File: config.mk
export PLATFORM = sky130hd
export DESIGN_NAME = fifo_stream_reader
export DESIGN_NICKNAME = d
export VERILOG_FILES = /design/src/rtl/fifo_stream_reader.sv
export SDC_FILE = /design/constraint.sdc
export NUM_CORES = 1
export LEC_CHECK = 0
export CAP_MARGIN = 20
export CELL_PAD_IN_SITES_DETAIL_PLACEMENT = 1
export CELL_PAD_IN_SITES_GLOBAL_PLACEMENT = 2
export CORE_MARGIN = 2
export CORE_UTILIZATION = 34
export CTS_CLUSTER_DIAMETER = 30
export DETAILED_ROUTE_END_ITERATION = 12
export PLACE_DENSITY = 0.91
export SYNTH_ARGS = -nofsm -noshare
export SYNTH_HDL_FRONTEND = slang
export SYNTH_SLANG_ARGS = --single-unit
File: constraint.sdc
create_clock -name clk -period 7.9 [get_ports clk]
set_input_delay 1.58 -clock clk [delete_from_list [all_inputs] [get_ports clk]]
set_output_delay 1.58 -clock clk [all_outputs]
set_load 0.01 [all_outputs]
File: src/rtl/fifo_stream_reader.sv
// fifo_stream_reader: drains sync_fifo into a valid/ready stream.
// 2-entry skid buffer hides the FIFO read latency; m_last marks bursts.
module fifo_stream_reader #(
   parameter int DATA_WIDTH = 8,
   parameter int BURST_LEN  = 4,
   parameter int CNT_WIDTH  = 16
) (
   input  logic                  clk,
   input  logic                  rst_n,
   input  logic                  enable,
   input  logic                  flush,
   output logic                  fifo_rd_en,
   input  logic [DATA_WIDTH-1:0] fifo_rd_data,
   input  logic                  fifo_empty,
   output logic                  m_valid,
   output logic [DATA_WIDTH-1:0] m_data,
   output logic                  m_last,
   input  logic                  m_ready,
   output logic                  busy,
   output logic [CNT_WIDTH-1:0]  words_out
);

   localparam int BW = (BURST_LEN > 1) ? $clog2(BURST_LEN) : 1;
   localparam logic [BW-1:0] LAST = BW'(BURST_LEN - 1);

   typedef enum logic {S_RUN, S_FLUSH} state_t;

   state_t                r_state, w_state_nx;
   logic [1:0]            r_occ, w_occ_nx;
   logic                  r_inflight, w_inflight_nx;
   logic [DATA_WIDTH-1:0] r_b0, r_b1, w_b0_nx, w_b1_nx;
   logic [BW-1:0]         r_bcnt, w_bcnt_nx;
   logic                  r_valid, w_valid_nx;
   logic                  r_last, w_last_nx;
   logic                  r_busy, w_busy_nx;
   logic [CNT_WIDTH-1:0]  r_words, w_words_nx;
   logic                  w_pop, w_cap, w_rd;
   logic [2:0]            w_fill;

   assign fifo_rd_en = w_rd;
   assign m_valid    = r_valid;
   assign m_data     = r_b0;
   assign m_last     = r_last;
   assign busy       = r_busy;
   assign words_out  = r_words;

   // Next-state: read issue, buffer head/tail moves, burst count, flush FSM
   always_comb begin
      w_state_nx = r_state;
      w_occ_nx   = r_occ;
      w_b0_nx    = r_b0;
      w_b1_nx    = r_b1;
      w_bcnt_nx  = r_bcnt;
      w_words_nx = r_words;
      w_cap      = 1'b0;
      w_rd       = 1'b0;
      w_pop      = r_valid & m_ready;
      w_fill     = {1'b0, r_occ} + {2'b00, r_inflight} - {2'b00, w_pop};
      if (w_pop)
         w_words_nx = r_words + CNT_WIDTH'(1);
      unique case (r_state)
         S_RUN: begin
            w_rd = enable & ~flush & ~fifo_empty & (w_fill < 3'd2);
            if (flush) begin
               w_state_nx = S_FLUSH;
               w_occ_nx   = 2'd0;
               w_bcnt_nx  = '0;
            end else begin
               w_cap = r_inflight;
               if (w_pop)
                  w_bcnt_nx = (r_bcnt == LAST) ? '0 : r_bcnt + BW'(1);
               unique case ({w_pop, w_cap})
                  2'b11: begin
                     if (r_occ == 2'd2) begin
                        w_b0_nx = r_b1;
                        w_b1_nx = fifo_rd_data;
                     end else begin
                        w_b0_nx = fifo_rd_data;
                     end
                  end
                  2'b10: begin
                     w_b0_nx  = r_b1;
                     w_occ_nx = r_occ - 2'd1;
                  end
                  2'b01: begin
                     if (r_occ == 2'd0)
                        w_b0_nx = fifo_rd_data;
                     else
                        w_b1_nx = fifo_rd_data;
                     w_occ_nx = r_occ + 2'd1;
                  end
                  default: ;
               endcase
            end
         end
         S_FLUSH: begin
            w_rd = ~fifo_empty;
            if (~flush & fifo_empty & ~r_inflight)
               w_state_nx = S_RUN;
         end
         default: ;
      endcase
      w_rd          = w_rd & rst_n;
      w_inflight_nx = w_rd;
      w_valid_nx    = (w_occ_nx != 2'd0);
      w_last_nx     = w_valid_nx & (w_bcnt_nx == LAST);
      w_busy_nx     = w_valid_nx | w_inflight_nx | (w_state_nx == S_FLUSH);
   end

   // State and output registers
   always_ff @(posedge clk or negedge rst_n) begin
      if (!rst_n) begin
         r_state    <= S_RUN;
         r_occ      <= 2'd0;
         r_inflight <= 1'b0;
         r_b0       <= '0;
         r_b1       <= '0;
         r_bcnt     <= '0;
         r_valid    <= 1'b0;
         r_last     <= 1'b0;
         r_busy     <= 1'b0;
         r_words    <= '0;
      end else begin
         r_state    <= w_state_nx;
         r_occ      <= w_occ_nx;
         r_inflight <= w_inflight_nx;
         r_b0       <= w_b0_nx;
         r_b1       <= w_b1_nx;
         r_bcnt     <= w_bcnt_nx;
         r_valid    <= w_valid_nx;
         r_last     <= w_last_nx;
         r_busy     <= w_busy_nx;
         r_words    <= w_words_nx;
      end
   end

endmodule

==> metrics list, run 1 <==
* Final number of hold-violating endpoints: 0
- Traced cell by cell, the critical path runs through clkdlybuf4s50_1 -> and2_1 -> inv_2 -> ha_1 -> ha_1 -> inv_1 -> fa_1 -> xnor2_1 -> a41oi_1 -> nor3b_1 -> clkdlybuf4s50_1.
* Final-report max-slew violation count: 0
- The number of antenna violations at the first check in global routing was 0.
* Post-detailed-route wirelength per cell: approximately 15 um
* Dpl cell area: 2550 sq um
* Routed via count divided by cell count: about 5
- Of the total synthesized cell area, the portion taken by full adders, half adders and majority gates is 0.0398.
- DIE WIDTH: 82.1 um
* Number of setup buffers added after CTS: 0
* Area occupied by multi-input gates: between 900 and 1000 sq um
- Peak clock frequency supported by timing: approximately 150 MHz
- TritonCTS built the clock tree.
- Number of buffers created by CTS: 5
- Summed over all layers, the global routing overflow is 0.
- Clock Pin Slew Worst Setup and Hold Paths: around 0.08 ns
- Hold is met by 0.478 ns.
* Number of nets at the end of the flow: between 200 and 300
- Buffers placed on the I/O ports in this run total between 40 and 50.
- The number of antenna diodes in the final layout is 0.
- Relative area change from synthesis to final layout: 27.0%
- In the synthesized netlist the async set-or-reset flop fraction comes to 1.00.
- Of the total synthesized cell area, the portion taken by AND, OR, NAND and NOR gates is 0.177.
* Final Critical Period: between 6 and 7 ns
* Synthesized-area fraction occupied by xor and xnor cells: 0.0718
- The synthesized netlist contains 35 unique library cells.
- DR DRC count: 0
- In the synthesized netlist the dominant register cell turns out to be dfrtp_1.
- CTS saw between 40 and 50 sinks.
- Critical Path Start Type: input port
- Clock insertion delay at the later pin of the skew report: 0.29 ns
- Cell taking the most area after synthesis: dfrtp_1
- The first global-routing pass estimated 8220 um of wire.
- Footprint of the flip-flops and latches: around 1000 sq um
- Worst rel slew slack: 0.517
* Crit Path Max Fanout: 20
- The floorplan step defined a die boundary enclosing roughly 6700 sq um.
* Number of global-route vias before repair: 1705
* CP Capture Type: output pin
* Flip-flop and latch count after synthesis: 41
- Entering global routing, the biggest net connects 43 pins.
* Final count of negative-setup-slack endpoints: 0
- The flow ran to the end, and the final reports show no timing, DRC or antenna violations.
- Worst clock skew: 0.00637 ns
- Hold WC Path Type: reg2reg
* Final design area excluding fillers: around 2600 sq um
- Once detail routing completed, the nets flagged for antenna violations numbered 0.
- The first routing iteration left 73 violations.
- The congestion estimate from routability-driven global placement came to roughly 0.76.
- Across every metal layer, demand over resource in global routing totals 0.161.
* Worst EP required: 6.32 ns
* Portion of synthesized cell area occupied by the leading cell type: 0.495
* Class of the most critical setup path: in2out
- Data arrives at the worst endpoint at just over 5 ns.
* H-tree level count: 2
- Peak per-stage delay on the critical path: approximately 0.70 ns
* Yosys warning total: 0
- Ranked by total cell area, the synthesized netlist is headed by dfrtp_1 49%, mux2_2 9.2%, nand2_1 7.4%.
- Number of optimization iterations in the first detailed-route pass: 4
* Post-synthesis area per instance: 10.2 sq um
- In this run the static leakage power is between 1 and 1.5 nW.
* Post-synthesis instance area: just over 2000 sq um
- The tree is rooted in a clkbuf_8.
- 42 I/O pins were placed.
- Number of flops mapped to enable cells by yosys: 0
- Share of the synthesized area in compound gates (AO/OA/AOI/OAI): 0.0929
- Utilization after layout: 0.445
- Synthesized net count: between 200 and 250
- Die Span Y: a little over 80 um
- Peak ir drop on the vdd network: 145 uV
* Cell count after synthesis: roughly 200
* Dominant combinational cell family by area after synthesis: simple AND/OR/NAND/NOR gates
- Measured against the total synthesized area, the mux share comes to 0.0971.
* Part of the cycle the worst path needs: 0.848
* Pwr per Cell Area: slightly above 300 nW/um^2
- Cts repair resizes: 0
- For this design, the slowest cell found on the critical path is ha_1.
- Core box area: about 5900 sq um
- The number of hold buffers added after CTS was 0.
- At the pin with the least slew margin, the transition time is around 0.72 ns.
* RSZ-0062 raised after global routing: no
* Via total after detailed routing: 1609
- Number of placement rows: 28
- The tool flagged a number of max-cap violations equal to 0.
* Detail Placement HPWL: about 3500 um
* Share of synthesized area occupied by flip-flops and latches: 0.495
* Total wirelength of the detailed-routed design: between 4000 and 5000 um
- Of the cells placed in the final design, the portion with a size suffix greater than 1 is 0.113.
- Fill cells in the final layout number 680.
* CTS max path bufs: 2
* Starting density of the core: 0.350
- Setup total negative slack on the finished layout was measured at 0 ns.
==> worst paths after layout <==
check / from / to / slack, ns / cells after the start
max: m_ready / fifo_rd_en / 1.20 / 11
min: m_data[4]$_DFFE_PN0P_ / m_data[4]$_DFFE_PN0P_ / 0.48 / 2
max reg2reg: m_valid$_DFF_PN0_ / busy$_DFF_PN0_ / 4.75 / 10
min reg2reg: m_data[4]$_DFFE_PN0P_ / m_data[4]$_DFFE_PN0P_ / 0.48 / 2
max in group asynchronous: rst_n / r_b1[6]$_DFFE_PN0P_ / 6.17 / 2
min in group asynchronous: rst_n / m_data[0]$_DFFE_PN0P_ / 1.34 / 2
==> logic make-up (layout without fill, tap and decap cells) <==
group,Yosys count,after routing
AND/OR/NAND/NOR,79,79
buffers and inverters,14,57
AO/OA/AOI/OAI,29,29
adder cells (fa/ha/maj),6,6
XOR/XNOR,17,17
flip-flops,41,41
multiplexers,18,18
==> layout by cell type, fill, tap and decap left out, types with 2 or more instances in the layout <==
cell type	Yosys	final
a21oi_1	9	9
a31oi_1	2	2
and2_1	3	3
and4_1	4	4
clkbuf_8	0	5
clkdlybuf4s50_1	0	40
clkinv_2	0	2
dfrtp_1	41	41
ha_1	5	5
inv_1	6	6
mux2_2	17	17
nand2_1	41	41
nand3_1	2	2
nand4_1	6	6
nor2_1	15	15
nor3_1	2	2
o21ai_0	4	4
o31ai_1	8	8
xnor2_1	13	13
xor2_1	4	4
==> state kept, by name (all words and copies together) (netlist names) <==
name,cells
words_out,16
r_occ,2
r_b1,8
r_bcnt,2
m_last,1
busy,1
m_data,8
r_state,1
m_valid,1
r_inflight,1
==> metrics by stage <==
stage	std cells	power (mW)	setup slack (ns)
after floorplan	204	0.544	2.96
after global placement	314	0.677	1.26
after detailed placement	314	0.690	1.17
after CTS	322	0.828	1.16
after global routing	322	0.885	0.889
final	322	0.814	1.20
==> report_power, final <==
group / switching [mW] / internal (mW)
sequential: 0.0686 / 0.279
combinational: 0.154 / 0.180
clock: 0.0714 / 0.0613
==> worst max-delay path: cells and delay by family <==
kind | cells | cell delay [ns]
buffers and inverters | 4 | 1.29
AOI/OAI and AO/OA | 1 | 0.13
and+or+nand+nor | 2 | 0.62
xor gates and xnor gates | 1 | 0.16
adders and majority gates | 3 | 1.33
==> synth_stat cells (2+ instances only) <==
cell type  instances
mux2_2            17
buf_2              3
and2_1             3
o21ai_0            4
ha_1               5
dfrtp_1           41
a31oi_1            2
o31ai_1            8
nor3_1             2
inv_1              6
xor2_1             4
xnor2_1           13
and4_1             4
nand2_1           41
clkbuf_1           3
nor2_1            15
nand4_1            6
a21oi_1            9
nand3_1            2
==> cell type report <==
type                            instances  area share
Inverter                                7     0.00998
Clock buffer                            6      0.0276
Sequential cell                        41       0.390
Multi-Input combinational cell        149       0.377
Timing Repair Buffer                   42       0.157
Tap cell                               75      0.0356
Clock inverter                          2     0.00380
==> metal layers <==
metal | up-vias | part of all wire | GRT usage
met5 | - | 0 | 0
met4 | 0 | 0.013 | 0.0533
met3 | 5 | 0.040 | 0.0402
met2 | 31 | 0.47 | 0.254
met1 | 788 | 0.48 | 0.218
li1 | 785 | - | -
Power figures use the tool's default switching activity.
==> inputs of run 2 (changes only) <==
--- a/config.mk
+++ b/config.mk
@@ -9,10 +9,10 @@
 export CELL_PAD_IN_SITES_DETAIL_PLACEMENT = 1
 export CELL_PAD_IN_SITES_GLOBAL_PLACEMENT = 2
 export CORE_MARGIN = 2
-export CORE_UTILIZATION = 34
+export CORE_UTILIZATION = 32
 export CTS_CLUSTER_DIAMETER = 30
 export DETAILED_ROUTE_END_ITERATION = 12
-export PLACE_DENSITY = 0.91
+export PLACE_DENSITY = 0.86
 export SYNTH_ARGS = -nofsm -noshare
 export SYNTH_HDL_FRONTEND = slang
 export SYNTH_SLANG_ARGS = --single-unit
==> constraint.sdc (replaced) <==
create_clock -name clk -period 7 [get_ports clk]
set_input_delay 1.4 -clock clk [delete_from_list [all_inputs] [get_ports clk]]
set_output_delay 1.4 -clock clk [all_outputs]
set_load 0.01 [all_outputs]
==> metrics list, run 2 (synthesis results as in run 1) <==
- Outcome: finished, final reports clean (unchanged)
* Worst-Margin Slew: 0.712 ns (was 0.722 ns)
- Number of cells on the worst hold path: 2 (unchanged)
* Worst reg-to-reg setup slack: 3.82 ns (was 4.75 ns)
- DR DRC count: 0 (unchanged)
- The hold violation count in the final report was 0 (unchanged).
- The die footprint is 7140 sq um (was 6740 sq um).
* Worst Hold Endpoint: m_data[7]$_DFFE_PN0P_ (was m_data[4]$_DFFE_PN0P_)
* Core box area: 6310 sq um (was 5920 sq um)
- Number of buffers created by CTS: 5 (unchanged)
* Part of the cycle the worst path needs: 0.905
- Static timing analysis puts the maximum clock frequency at 158 MHz.
- The clock transition time at the flip-flop clock pins of the worst setup and hold paths is 0.08 ns (about the same).
- The aggregate global-route resource usage came to 0.144 (was 0.161).
* Number of antenna violations at the first check in global routing: 0 (unchanged)
* Proportion of power drawn by flip-flops and latches: 0.403 (was 0.427)
- H-tree level count: 2 (unchanged)
- The overflow left after global routing was 0 (unchanged).
- Pin count of the biggest net entering global routing: 43 (unchanged)
- Proportion of power drawn by combinational gates: 0.392 (was 0.410)
* Number of nets at the end of the flow: 266 (unchanged)
- The number of buffers inserted to repair setup after CTS is 0 (unchanged).
- Count of filler cells inserted in the layout: 720 (was 680)
* Total wirelength of the detailed-routed design: 4890 um (was 4920 um)
- The first-pass GRT wire length is 8300 um (was 8220 um).
- The minimum setup slack in the final design came to 0.665 ns (was 1.20 ns).
* Critical Path Start Type: input port (unchanged)
- The fraction of power consumed by the clock network was 0.206 (was 0.163).
- The site row count is 29 (was 28).
- The number of cells traversed by the worst register-to-register path is 10 (unchanged).
- Worst Hold Launch: m_data[7]$_DFFE_PN0P_ (was m_data[4]$_DFFE_PN0P_)
- Number of placed instances, taps included: 316 (was 314)
- CP Capture Type: output pin (unchanged)
- The count of pins on the block boundary is 42 (unchanged).
* Non-filler cells in the finished layout: 324 (was 322)
- RSZ-0062 raised after global routing: no (unchanged)
- Pre-CTS setup slack: 0.630 ns (was 1.17 ns)
- Highest-count cells in the layout ignoring fill and taps: 41 x nand2_1, 41 x dfrtp_1, 40 x clkdlybuf4s50_1, 17 x mux2_2, 15 x nor2_1 (unchanged).
- The count of hold-fix buffers inserted at cts came to 0 (unchanged).
- The critical register-to-register path endpoint is busy$_DFF_PN0_ (unchanged).
- Max FFs per register: 16 (unchanged)
* Critical Path AT: 4.94 ns (was 5.12 ns)
- The via count of the first global-routing pass was 1703 (was 1705).
- Crit Path Max Fanout: 20 (unchanged)
* CTS tree: yes (unchanged)
- The worst reg2reg path startpoint was m_valid$_DFF_PN0_ (unchanged).
* Clock insertion delay at the later pin of the skew report: 0.29 ns (about the same)
- DIE WIDTH: 84.5 um (was 82.1 um)
- Internal power component: 0.635 mW (was 0.520 mW)
- The number of DRC markers in iteration 0 was 47 (was 73).
- Pwr per Cell Area: 364 nW/um^2 (was 309 nW/um^2)
- CTS max path bufs: 2 (unchanged)
- Share of layout cells above drive strength 1: 0.113 (unchanged)
- Hold WC Path Type: reg2reg (unchanged)
- The maximum VDD drop is 163 uV (was 145 uV).
* Post-route ant nets: 0 (unchanged)
- The y dimension of the die is 84.5 um (was 82.1 um).
- The total vias in the final route came to 1638 (was 1609).
- Counting I/O delays and the setup requirement, the final critical path takes 6.34 ns.
* Switching power of the nets: 0.338 mW (was 0.294 mW)
- The leakage dissipation was 1.17 nW (was 1.15 nW).
- Weighted congestion at the end of routability-driven global placement: 0.740 (was 0.758)
* Antenna Cells: 0 (unchanged)
- The layout-stage area growth over the synthesis result came to 28.7% (was 27.0%).
* Final count of negative-setup-slack endpoints: 0 (unchanged)
- The detail-routed via count per cell is 5.06 (was 5.00).
- The setup clock skew after layout was 0.0104 ns (was 0.00637 ns).
- The max-capacitance violation count came to 0 (unchanged).
- Worst rel slew slack: 0.523 (was 0.517)
- Worst EP required: 5.60 ns (was 6.32 ns)
- Detail Placement HPWL: 3430 um (was 3470 um)
- Cell at the root of the clock tree: clkbuf_8 (unchanged)
* Cts repair resizes: 0 (unchanged)
- Net switching fraction of the power: 0.347 (was 0.361)
- Clock sinks: 41 (unchanged)
- The tightest hold margin was 0.480 ns (was 0.478 ns).
* Post-detailed-route wirelength per cell: 15.1 um (was 15.3 um)
* Setup TNS: 0 ns (unchanged)
- The initial standard-cell utilization of the core is 0.329 (was 0.350).
* Final-report max-slew violation count: 0 (unchanged)
* Port-buffer cells: 41 (unchanged)
- The category of the most critical setup path was in2out (unchanged).
- Number of optimization iterations in the first detailed-route pass: 4 (unchanged)
-- run 2: critical path: stages --
cell,delay (ns)
clkdlybuf4s50_1,0.51
and2_1,0.25
inv_2,0.11
ha_1,0.72
ha_1,0.26
inv_1,0.05
fa_1,0.37
xnor2_1,0.16
a41oi_1,0.15
nor3b_1,0.35
clkdlybuf4s50_1,0.61
-- run 2: metrics by stage --
stage | total power [mW] | area (sq um) | utilization
after floorplan | 0.613 | 2070 | -
after global placement | 0.766 | 2550 | 0.404
after detailed placement | 0.781 | 2550 | 0.404
after CTS | 0.984 | 2670 | 0.423
after global routing | 1.04 | 2670 | 0.423
final | 0.973 | 2670 | 0.423
-- run 2: worst max-delay path by stage --
stage                     startpoint          to  slack, ns  cells after the start
after floorplan              m_ready  fifo_rd_en       2.42                      9
after global placement       m_ready  fifo_rd_en       0.77                     11
after detailed placement     m_ready  fifo_rd_en       0.63                     11
after CTS                    m_ready  fifo_rd_en       0.63                     11
after global routing         m_ready  fifo_rd_en       0.34                     11
final                        m_ready  fifo_rd_en       0.66                     11
-- run 2: power by group through the flow --
stage	registers [mW]	clock network, mW	logic [mW]
finish	0.392	0.200	0.381
global route	0.405	0.212	0.423
CTS	0.392	0.205	0.387
detailed placement	0.396	0	0.385
global placement	0.392	0	0.373
floorplan	0.394	0	0.220
-- run 2: area by class of cell --
cell class / instances / area (sq um) / area share
clock buffer: 7 / 86.3 / 0.0323
clock inverter: 1 / 30.0 / 0.0112
inverter: 7 / 26.3 / 0.00984
multi-input combinational: 149 / 992 / 0.372
sequential: 41 / 1030 / 0.384
tap: 77 / 96.3 / 0.0361
timing repair buffer: 42 / 413 / 0.155
-- run 2: per-layer routing --
layer,part of all wire,track usage,vias up
li1,-,-,792
met1,0.50,0.200,807
met2,0.46,0.228,35
met3,0.038,0.0246,4
met4,0.0078,0.0519,0
met5,0,0,-
==> inputs of run 3 (changes only) <==
--- a/config.mk
+++ b/config.mk
@@ -13,6 +13,7 @@
 export CTS_CLUSTER_DIAMETER = 30
 export DETAILED_ROUTE_END_ITERATION = 12
 export PLACE_DENSITY = 0.86
+export REMOVE_ABC_BUFFERS = 1
 export SYNTH_ARGS = -nofsm -noshare
 export SYNTH_HDL_FRONTEND = slang
 export SYNTH_SLANG_ARGS = --single-unit
==> metrics list, run 3 (synthesis results as in run 1) <==
- DIE WIDTH: 84.5 um (unchanged)
- Proportion of power drawn by combinational gates: 0.412 (was 0.392)
- The cell with the biggest individual delay on the critical path is ha_1 (unchanged).
- The endpoint type of the worst setup path was an output pin (unchanged).
- The sum of internal, switching and leakage power was 0.921 mW (was 0.973 mW).
* Clock insertion delay at the later pin of the skew report: 0.29 ns (about the same)
- Number of nets at the end of the flow: 267 (was 266)
- The clock transition time at the flip-flop clock pins of the worst setup and hold paths was 0.08 ns (about the same).
- The first-pass GRT wire length is 8400 um (was 8300 um).
* Worst-Margin Slew: 0.663 ns (was 0.712 ns)
- Cts repair resizes: 0 (unchanged)
- The average wire per cell in the routed design is 14.5 um (was 15.1 um).
- Gr usage total: 0.145 (was 0.144)
- The CTS buffer count came to 5 (unchanged).
- Final critical-path setup slack: 0.689 ns (was 0.665 ns)
* Via total after detailed routing: 1634 (was 1638)
- The family of cells with the greatest summed delay on the critical path was adder cells (unchanged).
- Class of the most critical setup path: in2out (unchanged)
* Weighted congestion at the end of routability-driven global placement: 0.771 (was 0.740)
- Total of max-cap violations: 0 (unchanged)
- The tightest hold margin is 0.475 ns (was 0.480 ns).
- RSZ-0062 raised after global routing: no (unchanged)
* DR DRC count: 0 (unchanged)
* Post-route ant nets: 0 (unchanged)
- Number of global-route vias before repair: 1712 (was 1703)
- The internal cell power was 0.589 mW (was 0.635 mW).
- Proportion of power drawn by flip-flops and latches: 0.422 (was 0.403)
- Routed via count divided by cell count: 5.03 (was 5.06)
- H-tree level count: 2 (unchanged)
- Number of setup buffers added after CTS: 0 (unchanged)
- The kind of launch point of the worst setup path is an input port (unchanged).
* Hold WC Path Type: reg2reg (unchanged)
- Peak clock frequency supported by timing: 158 MHz (about the same)
- The arrival time of the worst setup path was 4.91 ns (was 4.94 ns).
- The setup clock skew after layout was 0.00460 ns (was 0.0104 ns).
- Number of top-level pins: 42 (unchanged)
- The fraction of power spent switching nets came to 0.360 (was 0.347).
* Area enclosed by the die boundary: 7140 sq um (unchanged)
* Number of optimization iterations in the first detailed-route pass: 4 (unchanged)
- The worst slack after detailed placement came to 0.661 ns (was 0.630 ns).
* Highest-count cells in the layout ignoring fill and taps: 41 x nand2_1, 41 x dfrtp_1, 40 x clkdlybuf4s50_1, 17 x mux2_2, 15 x nor2_1 (unchanged)
* Switching power of the nets: 0.332 mW (was 0.338 mW)
- Leakage: 1.16 nW (was 1.17 nW)
* Cell at the root of the clock tree: clkbuf_8 (unchanged)
- The worst path required time was 5.60 ns (about the same).
- Post-cts hold buffer count: 0 (unchanged)
* Max FFs per register: 16 (unchanged)
- The setup-violating endpoint count in the final report was 0 (unchanged).
- Outcome: finished, final reports clean (unchanged)
- Starting density of the core: 0.329 (unchanged)
* CP cell instances: clkdlybuf4s50_1 -> and2_1 -> inv_2 -> ha_1 -> ha_1 -> inv_1 -> fa_1 -> xnor2_1 -> a41oi_1 -> nor3b_1 -> clkdlybuf4s50_1 (unchanged)
* Non-filler cells in the finished layout: 325 (was 324)
- The antenna diode count came to 0 (unchanged).
- Worst rel slew slack: 0.558 (was 0.523)
- The number of port buffers came to 41 (unchanged).
- CTS max path bufs: 2 (unchanged)
- The final period utilization was 0.902 (was 0.905).
- The layout-stage area growth over the synthesis result came to 27.4% (was 28.7%).
* Leftover overflow at the end of global routing: 0 (unchanged)
- Relative contribution of the clock network to total power: 0.166 (was 0.206)
* Total wirelength of the detailed-routed design: 4700 um (was 4890 um)
* Peak ir drop on the vdd network: 153 uV (was 163 uV)
* Number of placed instances, taps included: 317 (was 316)
- Detail Placement HPWL: 3250 um (was 3430 um)
- Number of placement rows: 29 (unchanged)
- The number of antenna violations at the first check in global routing was 0 (unchanged).
* Final Critical Period: 6.31 ns (was 6.34 ns)
* Starting DRC count in detailed routing: 51 (was 47)
- The total power divided by cell area was 348 nW/um^2 (was 364 nW/um^2).
- Die Span Y: 84.5 um (unchanged)
* CTS tree: yes (unchanged)
- Final number of hold-violating endpoints: 0 (unchanged)
* Core box area: 6310 sq um (unchanged)
- Share of layout cells above drive strength 1: 0.117 (was 0.113)
* Pin count of the biggest net entering global routing: 43 (unchanged)
- The final number of max-transition violations was 0 (unchanged).
- The critical-path maximum fanout was 20 (unchanged).
* Peak per-stage delay on the critical path: 0.73 ns (was 0.72 ns)
* Clock sinks: 41 (unchanged)
* Count of buffer and inverter cells on the critical path: 4 (unchanged)
* Setup TNS: 0 ns (unchanged)
==> run 3: worst reg2reg max path, cell delays in order (launching register included) <==
cell     delay, ns
dfrtp_1       0.40
and2_1        0.25
inv_2         0.12
ha_1          0.73
ha_1          0.27
inv_1         0.05
fa_1          0.37
xnor2_1       0.14
a41oi_1       0.23
nor3b_1       0.10
or3b_1        0.37
==> run 3: layer usage <==
| layer | GRT usage | vias to the layer above | wire, um |
|---|---|---|---|
| met5 | 0 | - | 0 |
| met4 | 0.0433 | 0 | 57 |
| met3 | 0.0354 | 5 | 155 |
| met2 | 0.233 | 28 | 2190 |
| met1 | 0.194 | 812 | 2290 |
| li1 | - | 789 | - |
==> run 3: worst paths after layout <==
kind / start / end / slack [ns] / depth (start not counted)
worst max-delay path: m_ready / fifo_rd_en / 0.69 / 11
min in group asynchronous: rst_n / words_out[13]$_DFFE_PN0P_ / 1.17 / 2
worst min register to register: words_out[15]$_DFFE_PN0P_ / words_out[15]$_DFFE_PN0P_ / 0.48 / 1
worst max register to register: m_valid$_DFF_PN0_ / busy$_DFF_PN0_ / 3.86 / 10
max in group asynchronous: rst_n / m_valid$_DFF_PN0_ / 5.46 / 2
worst min-delay path: words_out[15]$_DFFE_PN0P_ / words_out[15]$_DFFE_PN0P_ / 0.48 / 1
==> run 3: final cells by class <==
cell class,count,area [sq um]
well taps,77,96.3
fillers,729,3670
inverters,7,26.3
multi-input cells,149,992
clock buffers,6,72.6
repair buffers,43,420
clock inverters,2,10.0
flip-flops and latches,41,1030
==> run 3: power by group through the flow <==
stage          Clock [mW]  Sequential, mW  Combinational, mW
3_3_place_gp            0           0.391              0.373
2_1_floorplan           0           0.400              0.207
5_1_grt             0.167           0.405              0.429
4_1_cts             0.159           0.390              0.386
3_5_place_dp            0           0.395              0.383
6_report            0.152           0.389              0.379
==> run 3: stage by stage <==
step                      area, sq um   util
after floorplan                  2040      -
after global placement           2560  0.406
after detailed placement         2560  0.406
after CTS                        2640  0.419
after global routing             2640  0.419
final                            2640  0.419
